### config.mk
export PLATFORM = sky130hd
export DESIGN_NAME = nbit_rot_pipe
export DESIGN_NICKNAME = d
export VERILOG_FILES = /design/src/rtl/nbit_rot_pipe.sv
export SDC_FILE = /design/constraint.sdc
export NUM_CORES = 1
export LEC_CHECK = 0
export BUFFER_PORTS_ARGS = -buffer_cell sky130_fd_sc_hd__buf_2
export CAP_MARGIN = 20
export CELL_PAD_IN_SITES_DETAIL_PLACEMENT = 1
export CELL_PAD_IN_SITES_GLOBAL_PLACEMENT = 1
export CORE_ASPECT_RATIO = 0.9
export CORE_UTILIZATION = 44
export CTS_BUF_LIST = sky130_fd_sc_hd__clkbuf_8
export DETAILED_ROUTE_END_ITERATION = 12
export PLACE_DENSITY = 0.89
export SLEW_MARGIN = 10
export SYNTH_ARGS = -nofsm -noshare
export SYNTH_HDL_FRONTEND = slang
export SYNTH_SLANG_ARGS = --single-unit
### constraint.sdc
create_clock -name clk -period 1.4 [get_ports clk]
set_clock_uncertainty 0.05 [all_clocks]
set_input_delay 0.21 -clock clk [delete_from_list [all_inputs] [get_ports clk]]
set_output_delay 0.21 -clock clk [all_outputs]
set_load 0.02 [all_outputs]
### src/rtl/nbit_rot_pipe.sv
// Pipelined N-bit barrel rotator/shifter with a valid/ready handshake on both sides.
// Stage k moves the operand by 2^k positions when bit k of its amount is set.
module nbit_rot_pipe #(
  parameter  int N = 8,
  localparam int S = $clog2(N)
) (
  input  logic         clk,
  input  logic         rst_n,
  input  logic         in_valid,
  output logic         in_ready,
  input  logic [N-1:0] A,
  input  logic [S-1:0] rotamt,
  input  logic         dir,
  input  logic         mode,
  output logic         out_valid,
  input  logic         out_ready,
  output logic [N-1:0] Y
);

  function automatic logic [N-1:0] move_stage(input logic [N-1:0] d, input int m,
                                              input logic dr, input logic md);
    logic [N-1:0] r;
    if (!dr) r = md ? (d << m) : ((d << m) | (d >> (N - m)));
    else     r = md ? (d >> m) : ((d >> m) | (d << (N - m)));
    return r;
  endfunction

  logic [S-1:0] vld_w;
  logic [S-1:0] dir_w;
  logic [S-1:0] mode_w;
  logic [N-1:0] data_w [S];
  logic [S-1:0] amt_w  [S];
  logic [S-1:0] adv;
  logic         chain_full;

  // A stage may advance unless it and every stage downstream of it are full and the
  // consumer is stalling; only registered valids and out_ready feed this chain.
  always_comb begin
    chain_full = 1'b1;
    adv        = '0;
    for (int k = S - 1; k >= 0; k--) begin
      chain_full = chain_full & vld_w[k];
      adv[k]     = out_ready | ~chain_full;
    end
  end

  for (genvar k = 0; k < S; k++) begin : g_stage
    logic         src_vld, src_dir, src_mode;
    logic [N-1:0] src_data;
    logic [S-1:0] src_amt;

    logic         vld_q, vld_d;
    logic         dir_q, dir_d;
    logic         mode_q, mode_d;
    logic [N-1:0] data_q, data_d;
    logic [S-1:0] amt_q, amt_d;

    if (k == 0) begin : g_src_in
      assign src_vld  = in_valid;
      assign src_data = A;
      assign src_amt  = rotamt;
      assign src_dir  = dir;
      assign src_mode = mode;
    end else begin : g_src_prev
      assign src_vld  = vld_w[k-1];
      assign src_data = data_w[k-1];
      assign src_amt  = amt_w[k-1];
      assign src_dir  = dir_w[k-1];
      assign src_mode = mode_w[k-1];
    end

    always_comb begin
      vld_d  = vld_q;
      data_d = data_q;
      amt_d  = amt_q;
      dir_d  = dir_q;
      mode_d = mode_q;
      if (adv[k]) begin
        vld_d  = src_vld;
        data_d = src_amt[k] ? move_stage(src_data, 1 << k, src_dir, src_mode) : src_data;
        amt_d  = src_amt;
        dir_d  = src_dir;
        mode_d = src_mode;
      end
    end

    always_ff @(posedge clk) begin
      if (!rst_n) begin
        vld_q  <= 1'b0;
        data_q <= '0;
        amt_q  <= '0;
        dir_q  <= 1'b0;
        mode_q <= 1'b0;
      end else begin
        vld_q  <= vld_d;
        data_q <= data_d;
        amt_q  <= amt_d;
        dir_q  <= dir_d;
        mode_q <= mode_d;
      end
    end

    assign vld_w[k]  = vld_q;
    assign data_w[k] = data_q;
    assign amt_w[k]  = amt_q;
    assign dir_w[k]  = dir_q;
    assign mode_w[k] = mode_q;
  end

  // The last stage keeps its move metadata for observability; nothing consumes it.
  logic meta_unused;
  assign meta_unused = ^{amt_w[S-1], dir_w[S-1], mode_w[S-1]};

  assign in_ready  = adv[0];
  assign out_valid = vld_w[S-1];
  assign Y         = data_w[S-1];

endmodule
==> Word-level counts from Yosys, hierarchy flattened <==
Index checks and enable logic that the tools add are counted.
{ "totals": {"regBits": 37, "input_bits": 17, "output_inout_bits": 10, "elab_cells": 37} }
{ "classes": {"mux": 12, "bitwise_logic": 13} }
{ "op_table": {"columns": ["operator", "n"], "rows": [
  ["$mux 8", 12],
  ["$or 4x8->8", 1],
  ["$or 6x8->8", 1],
  ["$or 7x8->8", 1],
  ["$or 8x1->8", 1],
  ["$or 8x2->8", 1],
  ["$not 1->1", 3],
  ["$or 1x1->1", 3],
  ["$and 1x1->1", 2]
]} }

==> Longest topological paths before layout <==
{ "logic_depth": {"ltp_word": 4, "depth_mapped": 5, "depth_no_buf": 3} }

==> Worst setup path before layout <==
OpenSTA, ideal clock, no wires.
{ "synth_path": {"path_type": "reg-to-reg", "from": "reg g_stage[2].vld_q, in the netlist out_valid", "to": "reg g_stage[0].data_q[1]", "setup_ns": 0.116, "t_arrival_ns": 1.165, "path_slack_ns": 0.069, "stages_incl_launch_ff": 6, "n_path_buf": 2, "period_less_slack_ns": 1.331, "cell_sequence": "dfxtp_1 and4b_1 buf_6 buf_6 a211oi_1 a31o_2"} }
{ "synth_via": {"elab_chain_cells": 4} }
{ "synth_lines": {"columns": ["element", "line_no", "text"], "rows": [
  ["start, declared", "52", "logic vld_q, vld_d;"],
  ["start signal, assigned", "95", "vld_q <= vld_d;"],
  ["$and 1x1->1 (2 in a row)", "42", "chain_full = chain_full & vld_w[k];"],
  ["$not 1->1", "43", "adv[k] = out_ready | ~chain_full;"],
  ["$or 1x1->1", "43", null],
  ["end signal, assigned", "96", "data_q <= data_d;"],
  ["end, declared", "55", "logic [N-1:0] data_q, data_d;"]
]} }
No other way between the ends.
A chain may end at the register's enable or synchronous reset.

==> Worst setup path after layout <==
{ "layout_path": {"from": "reg g_stage[2].vld_q, in the netlist out_valid", "to": "out in_ready"} }
{ "layout_via": {"elab_chain_cells": 4} }
{ "layout_lines": {"columns": ["element", "line_no", "text"], "rows": [
  ["$and 1x1->1 (2 in a row)", "42", null],
  ["$not 1->1", "43", null],
  ["$or 1x1->1", "43", null],
  ["end, declared", "10", "output logic in_ready,"]
]} }
No other way between the ends.

==> run_results.csv <==
group,metric,value,unit
run_status,status,"finished with violations",
run_status,violations,"setup timing",
place,placed_area,1820,um2
timing,worstMarginPinSlew,0.461,ns
timing,timing.final.crit_share,100,%
timing,timing.hold.ws,0.0819,ns
worst_setup_path,timing.rr.end,"g_stage[1].data_q[4]$_SDFFE_PN0P_",
timing,setup_violations,1,
worst_setup_path,r2r-start,"out_valid$_SDFFE_PN0P_",
timing,relSlewSlack,69.2,%
yosys,synth_cells,180,
clock_network,cts_hold_repair.buffers,0,
worst_setup_path,path_cells,"and4b_2 > buf_12 > inv_4 > buf_6",
yosys,ys_types,27,
die,die_x,66.7,um
drt,drt_iter0_markers,107,
finish,num-nets-final,225,
drt,drt-vias-per-instance,6.04,
pwr,p_leak,0.794,nW
worst_setup_path,worstSetupStartpoint,"out_valid$_SDFFE_PN0P_",
timing,min_period,1.40,ns
worst_setup_path,critPathRequiredTime,1.14,ns
finish,diodes,0,
drt,first_pass_iters,4,
drt,num_vias,1528,
worst_setup_path,cp_data_arrival_time,1.14,ns
place,gp_congestion,0.909,
global_routing,grt_pass1_wl,7.58,mm
place,portBuffers,26,
die,die_area,4020,um2
timing,rsz0062_at_grt,"true",
worst_setup_path,cp-end-kind,"output pin",
drt,wl_per_cell,18.8,um
die,rows,20,
pwr,ir_worst_vdd,0.498,mV
yosys,yosys_warnings,0,
timing,timing.final.ws_setup,-0.000646,ns
clock_network,cts_tree,"built",
finish,syn2layout_area_growth,19.7,%
clock_network,clkLatencyLatePin,0.29,ns
min_path,hold_path.class,"input port to register",
global_routing,grt_pass1_vias,1557,
clock_network,clkTransAtPathRegs,0.07,ns
finish,drive_gt1_share,31.6,%
global_routing,grt-ovfl-total,0,
clock_network,h-tree-depth,2,
timing,maxSlewViolCount,0,
worst_setup_path,cp-start-kind,"register",
min_path,hp-start,"in_valid",
timing,max_freq,714,MHz
worst_setup_path,crit_slowest_cell,"dfxtp_2",
yosys,syn_nets,197,
finish,final_cells,253,
global_routing,antenna_found_initial,0,
place,place_ws,0.0196,ns
finish,layout_commonest_cell,"dfxtp_1",
global_routing,grt_start_max_net_pins,30,
finish,layout_common_cells,"dfxtp_1, buf_2, o21ai_0",
clock_network,cts_inserted_buffers,5,
finish,final_area,1980,um2
clock_network,cts_root_buffer,"clkbuf_8",
die,num_io_pins,27,
worst_setup_path,r2r_cells,5,
worst_setup_path,crit_end,"in_ready",
drt,wl,4.76,mm
worst_setup_path,r2r_slack,0.04,ns
place,place_inst,241,
worst_setup_path,cp_slowest_stage_delay,0.33,ns
clock_network,clockBufferDepth,2,
clock_network,cts_sinks,34,
die,start_util,47.7,%
drt,antenna_left,0,
drt,drc,0,
global_routing,grt_usage,25.9,%
worst_setup_path,crit_fanout,2,
yosys,ys_seq_elements,34,
finish,utilization,57.1,%
worst_setup_path,crit_type,"register to output pin",
yosys,ys_seq_area_share,41.1,%
flow_run,maxCapViolCount,0,
timing,finalHoldViolCount,0,
yosys,syn_area,1660,um2
pwr,p_per_area,1070,nW/um2
die,die-height,60.2,um
place,dp_hpwl,3.00,mm
die,core,3480,um2
yosys,syn_avg_cell_area,9.21,um2
how the worst min path moves through the flow:
stage	endpoint	slack (ns)	depth (start not counted)
2_1_floorplan	g_stage[0].vld_q$_SDFFE_PN0P_	0.28	1
3_3_place_gp	g_stage[0].vld_q$_SDFFE_PN0P_	0.37	2
3_5_place_dp	g_stage[0].vld_q$_SDFFE_PN0P_	0.38	2
4_1_cts	g_stage[0].vld_q$_SDFFE_PN0P_	0.09	2
5_1_grt	g_stage[0].vld_q$_SDFFE_PN0P_	0.1	2
6_report	g_stage[0].vld_q$_SDFFE_PN0P_	0.08	2
sequential cells by signal, summed over array words and instances (netlist names):
name,flops
Y,8
g_stage.amt_q,3
g_stage.data_q,16
g_stage.dir_q,2
g_stage.mode_q,2
g_stage.vld_q,2
out_valid,1
Yosys cell counts (all sizes together):
cell	count	share of area, %
o21a	2	0.91
and4b	1	0.60
a21oi	12	3.6
dfxtp	34	41
a32o	3	1.8
nand2	3	0.68
and3b	1	0.53
a31oi	4	1.5
buf	12	5.3
a21boi	2	0.91
clkbuf	4	0.91
o221ai	3	1.6
a31o	10	5.3
nand3	3	0.91
o21ai	24	7.2
nor2b	15	5.7
mux2i	17	10
nor2	5	1.1
a211oi	10	4.8
a221oi	3	1.6
inv	7	1.6
o31ai	3	1.4
nand2b	2	0.75
layer usage:
metal  GRT usage (%)  wire length, um  vias to the layer above
li1                -                -                      722
met1            31.8             2200                      774
met2            44.2             2370                       25
met3            5.34              130                        7
met4            10.3               63                        0
met5               0                0                        -
where the power goes:
group	switching, mW	internal [mW]
Combinational	0.162	0.135
Clock	0.350	0.389
Sequential	0.0615	1.03
what timing repair did:
item / 4_1_cts / 5_1_grt
cloned: 1 / 0
gates resized for setup: 9 / 8
setup endpoints to repair: 2 / 16
pin swaps: 1 / 1
setup buffers: 3 / 1
worst max-delay path, delay by kind of cell (launching register included):
family	cells	cell delay, ns
DFF	1	0.33
and+or+nand+nor	1	0.27
buffers and inverters	3	0.24
cell type report:
class | count | area [um2]
fill | 416 | 1490
multi-input combinational | 123 | 871
sequential | 34 | 687
timing repair buffer | 37 | 251
clock buffer | 6 | 82.6
tap | 44 | 55.1
inverter | 7 | 28.8
clock inverter | 2 | 8.76
through the flow:
stage                      TNS (ns)  power, mW
final                     -0.000646       2.13
after global routing        -0.0377       2.21
after CTS                   -0.0190       2.12
after detailed placement          0       1.39
after global placement            0       1.36
after floorplan                   0       1.29
cells by family (layout without fill, tap and decap cells):
kind of cell / after synthesis / in the layout / share of synthesized area [%]
buffers and inverters: 23 / 52 / 7.77
AND/OR/NAND/NOR: 30 / 30 / 10.3
multiplexers: 17 / 17 / 10.3
AO/OA/AOI/OAI: 76 / 76 / 30.6
flip-flops: 34 / 34 / 41.1
No activity file was read; power rests on OpenSTA's default activity.
